`src/rtl/noc_switch_alloc.sv`:
```
// noc_switch_alloc: wormhole switch allocator, round-robin per output, packet-long output locks.
// Define SWITCH_ALLOC_TIMEOUT_EN to force-release outputs whose owner stays idle for TIMEOUT cycles.
module noc_switch_alloc #(
  parameter int NPORTS = 5
`ifdef SWITCH_ALLOC_TIMEOUT_EN
  ,
  parameter int TIMEOUT = 64
`endif
) (
  input  logic                clk_i,
  input  logic                rst_ni,
  input  logic [NPORTS-1:0]   req_valid_i,
  input  logic [3*NPORTS-1:0] req_port_addr_i,
  input  logic [NPORTS-1:0]   req_tail_i,
  input  logic [NPORTS-1:0]   out_ready_i,
  output logic [NPORTS-1:0]   in_pop_o,
  output logic [NPORTS-1:0]   out_valid_o,
  output logic [3*NPORTS-1:0] xbar_sel_o,
  output logic                addr_err_o
`ifdef SWITCH_ALLOC_TIMEOUT_EN
  ,
  output logic [NPORTS-1:0]   timeout_o
`endif
);
  logic [NPORTS-1:0] r_locked, w_locked_nxt;
  logic [2:0]        r_owner [NPORTS];
  logic [2:0]        w_owner_nxt [NPORTS];
  logic [2:0]        r_ptr [NPORTS];
  logic [2:0]        w_ptr_nxt [NPORTS];
  logic              r_err, w_err_nxt;
  logic [NPORTS-1:0] w_in_locked, w_xfer, w_bad, w_force;
  logic [NPORTS-1:0] w_cand [NPORTS];
  logic [3:0]        w_pick [NPORTS];

  function automatic logic [2:0] inc(input logic [2:0] p);
    return (p == 3'(NPORTS-1)) ? 3'd0 : p + 3'd1;
  endfunction

  // returns {found, index} of the first set bit of c scanning from p upward with wrap
  function automatic logic [3:0] pick(input logic [NPORTS-1:0] c, input logic [2:0] p);
    logic [2:0] j;
    logic [3:0] r;
    j = p;
    r = 4'd0;
    for (int k = 0; k < NPORTS; k++) begin
      if (!r[3] && c[j]) r = {1'b1, j};
      j = inc(j);
    end
    return r;
  endfunction

  always_comb begin
    w_in_locked = '0;
    w_bad = '0;
    for (int o = 0; o < NPORTS; o++)
      if (r_locked[o]) w_in_locked[r_owner[o]] = 1'b1;
    for (int o = 0; o < NPORTS; o++) begin
      w_cand[o] = '0;
      for (int i = 0; i < NPORTS; i++)
        w_cand[o][i] = req_valid_i[i] & ~w_in_locked[i] & (req_port_addr_i[3*i +: 3] == 3'(o));
      w_pick[o] = pick(w_cand[o], r_ptr[o]);
    end
    for (int i = 0; i < NPORTS; i++)
      w_bad[i] = req_valid_i[i] & ~w_in_locked[i] & (req_port_addr_i[3*i +: 3] >= 3'(NPORTS));
  end

  always_comb begin
    in_pop_o = '0;
    out_valid_o = '0;
    xbar_sel_o = '1;
    w_xfer = '0;
    for (int o = 0; o < NPORTS; o++)
      if (r_locked[o]) begin
        out_valid_o[o] = req_valid_i[r_owner[o]];
        w_xfer[o] = req_valid_i[r_owner[o]] & out_ready_i[o];
        in_pop_o[r_owner[o]] = w_xfer[o];
        xbar_sel_o[3*o +: 3] = r_owner[o];
      end
    addr_err_o = r_err;
  end

  always_comb begin
    w_err_nxt = r_err | (|w_bad);
    for (int o = 0; o < NPORTS; o++) begin
      w_locked_nxt[o] = r_locked[o];
      w_owner_nxt[o] = r_owner[o];
      w_ptr_nxt[o] = r_ptr[o];
      if (r_locked[o]) begin
        if ((w_xfer[o] & req_tail_i[r_owner[o]]) | w_force[o]) begin
          w_locked_nxt[o] = 1'b0;
          w_ptr_nxt[o] = inc(r_owner[o]);
        end
      end else if (w_pick[o][3]) begin
        w_locked_nxt[o] = 1'b1;
        w_owner_nxt[o] = w_pick[o][2:0];
      end
    end
  end

  always_ff @(posedge clk_i or negedge rst_ni)
    if (!rst_ni) begin
      r_locked <= '0;
      r_err <= 1'b0;
      for (int o = 0; o < NPORTS; o++) begin
        r_owner[o] <= '0;
        r_ptr[o] <= '0;
      end
    end else begin
      r_locked <= w_locked_nxt;
      r_err <= w_err_nxt;
      r_owner <= w_owner_nxt;
      r_ptr <= w_ptr_nxt;
    end

`ifdef SWITCH_ALLOC_TIMEOUT_EN
  logic [6:0] r_cnt [NPORTS];

  always_comb
    for (int o = 0; o < NPORTS; o++)
      w_force[o] = r_locked[o] & (r_cnt[o] == 7'(TIMEOUT));

  assign timeout_o = w_force;

  // counts consecutive idle cycles of the owner; any valid flit or a release clears it
  always_ff @(posedge clk_i or negedge rst_ni)
    if (!rst_ni) begin
      for (int o = 0; o < NPORTS; o++) r_cnt[o] <= '0;
    end else begin
      for (int o = 0; o < NPORTS; o++)
        r_cnt[o] <= (r_locked[o] & w_locked_nxt[o] & ~req_valid_i[r_owner[o]]) ? r_cnt[o] + 7'd1 : 7'd0;
    end
`else
  assign w_force = '0;
`endif
endmodule

```
`config.mk`:
```
export PLATFORM = sky130hd
export DESIGN_NAME = noc_switch_alloc
export DESIGN_NICKNAME = d
export VERILOG_FILES = /design/src/rtl/noc_switch_alloc.sv
export SDC_FILE = /design/constraint.sdc
export NUM_CORES = 1
export LEC_CHECK = 0
export CAP_MARGIN = 5
export CELL_PAD_IN_SITES_DETAIL_PLACEMENT = 2
export CELL_PAD_IN_SITES_GLOBAL_PLACEMENT = 2
export CORE_AREA = 2 2 151 153
export CTS_CLUSTER_DIAMETER = 120
export DETAILED_ROUTE_END_ITERATION = 16
export DIE_AREA = 0 0 153 155
export GPL_TIMING_DRIVEN = 0
export PLACE_DENSITY_LB_ADDON = 0.1
export SETUP_SLACK_MARGIN = 0.5
export SYNTH_ARGS = -nofsm -noshare
export SYNTH_HDL_FRONTEND = slang
export SYNTH_SLANG_ARGS = --single-unit
```
`constraint.sdc`:
```
create_clock -name clk_i -period 5 [get_ports clk_i]
set_input_delay 1.25 -clock clk_i [delete_from_list [all_inputs] [get_ports clk_i]]
set_output_delay 1.25 -clock clk_i [all_outputs]
set_load 0.005 [all_outputs]
```
---- Word-level counts from Yosys, hierarchy flattened ----
Index checks and enable logic that the tools add are counted.
word-level totals
  register bits after elaboration ......... 36
  input port bits ......................... 32
  word-level logic and storage cells ...... 418
cells by class
  $add $sub $neg .......................... 25
  magnitude comparators ................... 40
  eq/ne operators ......................... 45
  mux-type cells .......................... 174
  bitwise logic cells ..................... 61
  reductions and logical operators ........ 61
operators with widths
  operator                                                                             number
  3-bit by 4-bit less-than comparator with 1-bit output, second input constant         30
  1-bit binary-select mux with 3-bit select                                            35
  4-bit two-way mux                                                                    25
  3-bit equality test, second input constant                                           30
  3-bit two-way mux                                                                    30
  3-bit by 1-bit adder with 3-bit output, second input constant                        25
  1-bit two-way mux                                                                    65
  5-bit two-way mux                                                                    10
  1-bit bitwise AND                                                                    45
  3-bit by 2-bit equality test with 1-bit output, second input constant                10
  1-bit logical AND                                                                    25
  5-bit bitwise mux                                                                    4
  1-bit logical NOT                                                                    20
  5-bit OR                                                                             4
  2-bit AND reduction                                                                  10
  1-bit demux with 3-bit select                                                        5
  3-bit by 1-bit equality test with 1-bit output, second input constant                5
  3-bit by 1-bit greater-or-equal comparator with 1-bit output, second input constant  5
  3-bit greater-or-equal comparator, second input constant                             5
  3-bit logical NOT                                                                    5
  1-bit NOT                                                                            10
  5-bit bitwise AND                                                                    1
  5-bit OR reduction                                                                   1
  1-bit OR                                                                             1

---- Logic depth before layout (Yosys ltp) ----
Gate-level depths: netlist (run 1).
  depth after elaboration ................. 33
  gate-level depth with buffers ........... 20
  mapped depth without buffers ............ 19

---- Worst setup path after synthesis (run 1) ----
No wires, ideal clock.
  kind .................................... register to register
  from .................................... register r_ptr[3] (netlist bit)
  to ...................................... register r_owner[4] (netlist bit)
  setup time .............................. 0.123 ns
  arrival time ............................ 4.562 ns
  slack ................................... 0.316 ns
  stages on the path, launching flop included .. 20
  path buffers ............................ 3
  cells stage by stage .................... dfrtp_1 clkbuf_1 inv_1 ha_1 a21oi_1 inv_1 ha_1 o21ai_0 a22oi_1 clkbuf_1 ha_1 buf_1 inv_1 and4_1 a2111oi_1 nor4_1 a211o_1 mux2_2 o21a_1 o221a_2
between the ends
  longest elaborated chain between the ends .. 16
  elaborated cells on any way between the ends .. 36
  classes of those cells .................. add/sub: 4; eq/ne: 4; mux: 19; reduce/logical: 9
RTL lines
  what                                                                                             line  RTL
  start: declaration                                                                               28    logic [2:0] r_ptr [NPORTS];
  start signal: assignment                                                                         112   r_ptr <= w_ptr_nxt;
  parallel branches: the longest is 14 deep, another holds 3-bit by 1-bit adder with 3-bit output  --
  4-bit two-way mux (*)                                                                            46    if (!r[3] && c[j]) r = {1'b1, j};
  2-bit AND reduction (no line)                                                                    --
  end signal: assignment                                                                           111   r_owner <= w_owner_nxt;
  end: declaration                                                                                 26    logic [2:0] r_owner [NPORTS];
Mark *: on every way between the ends. The select of a mux whose other input is x is not followed.
A chain may end at the register's enable or synchronous reset.

---- Worst setup path in the final report (run 1) ----
  from .................................... input port req_valid_i[3]
  to ...................................... output port in_pop_o[2]
between the ends
  longest elaborated chain between the ends .. 13
  elaborated cells on any way between the ends .. 25
  classes of those cells .................. mux: 19; bitwise: 6
RTL lines
  what                                       line  RTL
  start: declaration                         12    input logic [NPORTS-1:0] req_valid_i,
  1-bit binary-select mux with 3-bit select  75    w_xfer[o] = req_valid_i[r_owner[o]] & out_ready_i[o];
  1-bit two-way mux (not written as such)    75
  1-bit bitwise AND                          75
  5-bit bitwise AND (no line)                --
  5-bit two-way mux                          73    if (r_locked[o]) begin
  5-bit bitwise mux                          76    in_pop_o[r_owner[o]] = w_xfer[o];
  5-bit two-way mux                          73
  5-bit bitwise mux                          76
  5-bit two-way mux                          73
  5-bit bitwise mux                          76
  5-bit two-way mux                          73
  5-bit bitwise mux                          76
  5-bit two-way mux (*)                      73
  end: declaration                           16    output logic [NPORTS-1:0] in_pop_o,
Mark *: on every way between the ends. The rest lies on a longest branch, timed or not. The select of a mux whose other input is x is not followed.

==> results of run 1 <==
[worst register-to-register path, delay by kind of cell (launching register included)]
kind,cells,cell delay (ns)
AND/OR/NAND/NOR,4,1.03
AO/OA/AOI/OAI,6,1.01
multiplexers,2,0.64
buffers and inverters,5,0.59
adder cells (fa/ha/maj),3,0.51
flip-flops,1,0.41
[worst max-delay path by stage]
stage	startpoint	to	slack (ns)	depth (start not counted)
after global routing	r_ptr[0]$_DFFE_PN0P_	r_owner[2]$_DFFE_PN0P_	0.48	20
after CTS	req_valid_i[3]	in_pop_o[1]	0.52	13
after global placement	req_valid_i[3]	in_pop_o[1]	-0.65	12
after floorplan	r_ptr[0]$_DFFE_PN0P_	r_owner[2]$_DFFE_PN0P_	0.53	19
final	req_valid_i[3]	in_pop_o[2]	0.62	13
after detailed placement	req_valid_i[3]	in_pop_o[2]	-0.68	12
[sequential cells by signal, indices dropped and copies added (netlist names)]
| name | count |
|---|---|
| r_owner | 15 |
| r_ptr | 15 |
| r_locked | 5 |
| addr_err_o | 1 |
[through the flow]
| step | worst slack (ns) | hold slack [ns] | setup TNS (ns) | instance area (sq um) |
|---|---|---|---|---|
| finish | 0.623 | 0.576 | 0 | 8580 |
| global placement | -0.647 | 0.552 | -5.90 | 7890 |
| global route | 0.477 | 0.637 | 0 | 8580 |
| CTS | 0.519 | 0.577 | 0 | 8380 |
| floorplan | 0.527 | 0.480 | 0 | 7000 |
| detailed placement | -0.675 | 0.563 | -6.67 | 7920 |
[repair_timing]
action / in CTS / in global routing
setup endpoints to repair: 26 / 21
resized for setup: 80 / 52
pin swaps: 13 / 9
buffers inserted: 16 / 8
[final cells by class]
type                    count  area, sq um  share of cell area, %
multi-input cells         814         5890                   68.7
flip-flops and latches     36          905                   10.5
repair buffers             80          717                   8.36
well taps                 285          357                   4.16
plain buffers              50          299                   3.49
inverters                  64          253                   2.95
clock buffers               6          139                   1.62
clock inverters             2         15.0                  0.175
[per-layer routing]
metal / up-vias / GRT usage (%) / part of all wire [%]
met4: 0 / 5.64 / 1.7
met3: 37 / 2.51 / 3.0
met5: - / 0 / 0
met1: 4197 / 34.9 / 46
li1: 3891 / - / -
met2: 140 / 45.9 / 49
[kinds of logic after synthesis]
| group | Yosys count | share of synthesized area [%] |
|---|---|---|
| compound gates | 288 | 28.3 |
| xor+xnor | 2 | 0.251 |
| fa+ha+maj | 41 | 7.34 |
| buf+inv | 114 | 6.96 |
| flops | 36 | 12.9 |
| mux | 48 | 7.91 |
| simple gates | 435 | 36.3 |
[synthesized netlist by cell type (16+ instances only)]
cell type / instances
inv_1: 62
nand4_1: 20
buf_2: 17
dfrtp_1: 36
o21ai_0: 55
ha_1: 41
nor3_1: 58
clkbuf_1: 22
nor2_1: 76
nand3_1: 31
nand2_1: 73
a21oi_1: 68
mux2i_1: 35
nand2b_1: 16
==> flow_summary.json, run 1 <==
{
  "final_core_utilization_pct": 38.6,
  "vias": 8265,
  "syn-instance-count": 964,
  "tightest_slew_ns": 0.980,
  "outcome": "complete, no violations",
  "crit_path_start_kind": "primary input",
  "route.detailed.drc": 0,
  "finalSetupViolCount": 0,
  "post_drt_wl_per_cell_um": 23.8,
  "routed_wl_um": 31800,
  "netlist_top_cells_area": "dfrtp_1 (13%), ha_1 (7.3%), mux2i_1 (5.0%), a21oi_1 (4.9%), nor3_1 (4.2%)",
  "slew_violations": 0,
  "area_growth_pct": 22.7,
  "gp_congestion": 0.867,
  "initial_core_util_pct": 31.4,
  "grt_use_total_pct": 26.1,
  "cts_tree": "done",
  "synth_top_area_share_pct": 12.9,
  "chipHeight_um": 155,
  "dp_hpwl_um": 24800,
  "cp_num_buf_inv": 4,
  "holdPathStages": 2,
  "yosys.area.top_type": "dfrtp_1",
  "timing.final.crit_share_pct": 87.5,
  "ys.flop_type": "dfrtp_1",
  "skew_ns": 0.00998,
  "cp.required_ns": 3.75,
  "layout_commonest_cell": "nor2_1",
  "drt-pass1-iter-count": 4,
  "htree_levels": 2,
  "clock_latency_ns": 0.30,
  "maxCapViolCount": 0,
  "nNetsFinal": 1124,
  "ys_warn_count": 0,
  "synth_area_sq_mm": 0.00699,
  "crit_chain": "buf_2 -> buf_8 -> mux2i_1 -> o21ai_1 -> o21a_1 -> nand4_1 -> buf_4 -> o22ai_2 -> mux2i_1 -> mux2i_1 -> nor2_1 -> a21oi_2 -> buf_2",
  "core_area_sq_mm": 0.0222,
  "antenna_cells": 0,
  "cpMaxStageDelayCell": "buf_4",
  "max_freq_mhz": 228,
  "rsz0062_at_grt": "no",
  "fin_crit_ns": 4.38,
  "clockBufferDepth": 2,
  "drive_gt1_share_pct": 16.8,
  "drtIter0Drc": 423,
  "fillCellCount": 2634,
  "ys_seq_elements": 36,
  "port_buffers": 54,
  "die_area_sq_mm": 0.0237,
  "clkSlewWorstSetupHoldPaths_ns": 0.07,
  "worstPathArrival_ns": 3.13,
  "num_io_pins": 58,
  "rr_startpoint": "r_ptr[0]$_DFFE_PN0P_",
  "crit_fanout": 4,
  "dieWidth_um": 153,
  "slew_headroom_pct": 33.7,
  "crit-reg2reg-capture": "r_owner[2]$_DFFE_PN0P_",
  "cts_buffers": 5,
  "worst-setup-path-type": "primary input to primary output",
  "overflow": 0,
  "final_cell_mix": "nor2_1 (75), nand2_1 (72), a21oi_1 (61)",
  "instances_no_fill": 1337,
  "antenna_found_initial": 0,
  "cp_common_cell": "mux2i_1",
  "cts_root_buf": "clkbuf_16",
  "synth_nets": 1037,
  "synth_seq_area_share_pct": 12.9,
  "cp_slowest_stage_delay_ns": 0.23,
  "ff2ff_setup_slack_ns": 0.70,
  "hold_start": "addr_err_o$_DFF_PN0_",
  "grt_pass1_vias": 8624,
  "grt_pass1_wl_um": 49800,
  "synthDistinctLibCells": 93,
  "clock_sinks": 36,
  "whs_endpoint": "addr_err_o$_DFF_PN0_",
  "vias_per_cell": 6.18,
  "cp_top_family": "buffers and inverters",
  "dpl.cell_count": 1305,
  "postCtsHoldBufs": 0,
  "synth_edf_count": 0,
  "antenna_left": 0,
  "grt_max_degree": 23,
  "reg2reg_depth": 20,
  "hold_path.class": "flop to flop",
  "syn_avg_cell_area_sq_um": 7.25,
  "rows": 55,
  "finalHoldViolations": 0,
  "async_reset_ff_share_pct": 100,
  "cp-end-kind": "primary output"
}
Power of run 1 is not shown: default switching activity piles up to over one toggle a cycle in this logic, so the estimate is an artifact.
==> run 2, diff against run 1 <==
Settings changed: CORE_AREA 2 2 151 153 to 2 2 180 129, DIE_AREA 0 0 153 155 to 0 0 182 131, GPL_TIMING_DRIVEN 0 to unset.
==> flow_summary.json, run 2 (synthesis gave the netlist of run 1 again) <==
{
  "final_cell_mix": "nor2_1 (76), nand2_1 (72), buf_4 (66)",
  "crit_chain": "clkdlybuf4s15_2 -> mux2i_1 -> o21ai_1 -> o211ai_1 -> buf_4 -> o221ai_1 -> o211a_1 -> o21ai_1 -> o21ai_1 -> dlygate4sd2_1",
  "grt_pass1_wl_um": 50700,
  "outcome": "complete, no violations",
  "reg_top3": "r_owner x15, r_ptr x15, r_locked x5",
  "crit-reg2reg-capture": "r_owner[6]$_DFFE_PN0P_",
  "max_freq_mhz": 224,
  "dp_hpwl_um": 26300,
  "crit_path_start": "req_valid_i[2]",
  "cpMaxStageDelayCell": "o211ai_1",
  "cp_common_cell": "o21ai_1",
  "antenna_left": 0,
  "drt-pass1-iter-count": 7,
  "gp_congestion": 0.922,
  "ff2ff_setup_slack_ns": 0.77,
  "crit_path_start_kind": "primary input",
  "rows": 46,
  "clock_sinks": 36,
  "cp.required_ns": 3.75,
  "fin_crit_ns": 4.46,
  "worst-setup-path-type": "primary input to primary output",
  "cp-end-kind": "primary output",
  "slew_violations": 0,
  "hold_path.class": "flop to flop",
  "chipHeight_um": 131,
  "cp_top_family": "compound AO/OA/AOI/OAI gates",
  "routed_wl_um": 33000,
  "area_growth_pct": 20.4,
  "initial_core_util_pct": 31.5,
  "worstPathArrival_ns": 3.21,
  "cp_num_buf_inv": 3,
  "antenna_cells": 0,
  "overflow": 0,
  "clockBufferDepth": 2,
  "rr_startpoint": "r_ptr[7]$_DFFE_PN0P_",
  "grt_max_degree": 37,
  "maxCapViolCount": 0,
  "skew_ns": 0.00950,
  "vias": 8390,
  "cts_tree": "done",
  "top_layer_used": "met4",
  "dieWidth_um": 182,
  "cp_slowest_stage_delay_ns": 0.39,
  "fillCellCount": 2627,
  "holdWs_ns": 0.597,
  "finalHoldViolations": 0,
  "cts_buffers": 5,
  "port_buffers": 57,
  "hold_start": "addr_err_o$_DFF_PN0_",
  "holdPathStages": 2,
  "crit_fanout": 5,
  "slew_headroom_pct": 30.6,
  "cts_root_buf": "clkbuf_16",
  "nNetsFinal": 1117,
  "rsz0062_at_grt": "yes",
  "final_core_utilization_pct": 37.9,
  "postCtsHoldBufs": 0,
  "reg2reg_depth": 16,
  "die_area_sq_mm": 0.0238,
  "whs_endpoint": "addr_err_o$_DFF_PN0_",
  "num_io_pins": 58,
  "timing.final.crit_share_pct": 89.2,
  "clkSlewWorstSetupHoldPaths_ns": 0.06,
  "wl_met1_um": 17400,
  "route.detailed.drc": 0,
  "placed_area_sq_mm": 0.00811,
  "antenna_found_initial": 0,
  "htree_levels": 2,
  "tns_ns": 0,
  "drtIter0Drc": 690,
  "final_area_sq_mm": 0.00842,
  "clock_latency_ns": 0.31,
  "tightest_slew_ns": 1.04,
  "wl_met2_um": 13500,
  "wl_met3_um": 1820,
  "finalSetupViolCount": 0,
  "post_drt_wl_per_cell_um": 24.8,
  "vias_per_cell": 6.29,
  "layout_commonest_cell": "nor2_1",
  "drive_gt1_share_pct": 14.4,
  "grt_pass1_vias": 8394,
  "grt_use_total_pct": 27.4,
  "core_area_sq_mm": 0.0222
}
==> run 2: cell count changes in the layout (fill, tap and decap cells not counted), sizes merged <==
cell and change:
dlymetal6s2s +1, clkinvlp -2, clkinv +2, bufinv +1, clkbuf -19, buf +3
dlygate4sd2 +2, clkdlybuf4s15 +5
==> run 2: repair_timing <==
action	in CTS	in global routing
endpoints found under the setup margin	6	17
buffers inserted	2	6
pin swaps	4	7
resized for setup	22	30
==> run 2: per-stage QoR <==
step	cells	setup WS [ns]
finish	1333	0.538
global route	1333	0.423
CTS	1327	0.372
detailed placement	1317	-0.0988
global placement	1317	0.0123
floorplan	964	0.527
==> run 2: layout make-up <==
type	instances	area [sq um]	area share, %
Clock buffer	5	125	1.49
Clock inverter	3	42.5	0.506
Inverter	64	240	2.85
Multi-Input combinational cell	814	5690	67.6
Sequential cell	36	901	10.7
Tap cell	288	360	4.28
Timing Repair Buffer	123	1060	12.6
==> run 2: how the worst max path moves through the flow <==
stage | endpoint | slack (ns) | cells after the start
final | in_pop_o[3] | 0.54 | 10
after global routing | in_pop_o[2] | 0.42 | 11
after CTS | in_pop_o[4] | 0.37 | 10
after detailed placement | in_pop_o[4] | -0.1 | 10
after global placement | in_pop_o[1] | 0.01 | 10
after floorplan | r_owner[2]$_DFFE_PN0P_ | 0.53 | 19
==> run 2: per-layer routing <==
| layer | up-vias | track usage, % |
|---|---|---|
| met3 | 22 | 4.13 |
| li1 | 3888 | - |
| met2 | 264 | 40.6 |
| met1 | 4216 | 42.5 |
| met5 | - | 0 |
| met4 | 0 | 3.04 |
==> run 2: worst reg2reg max path, cell delays in order (launching register included) <==
cell and delay (ns):
dfrtp_1 0.50, inv_1 0.23, ha_1 0.28, a21oi_1 0.23
inv_1 0.15, ha_1 0.26, o21ai_0 0.09, a22o_1 0.21
clkinv_1 0.10, ha_1 0.23, a21boi_1 0.19, a2111oi_0 0.52
a2111oi_1 0.13, a41oi_2 0.35, nor4bb_1 0.38, nor2b_1 0.20
a211oi_1 0.06
Power of run 2 is left out for the same reason.
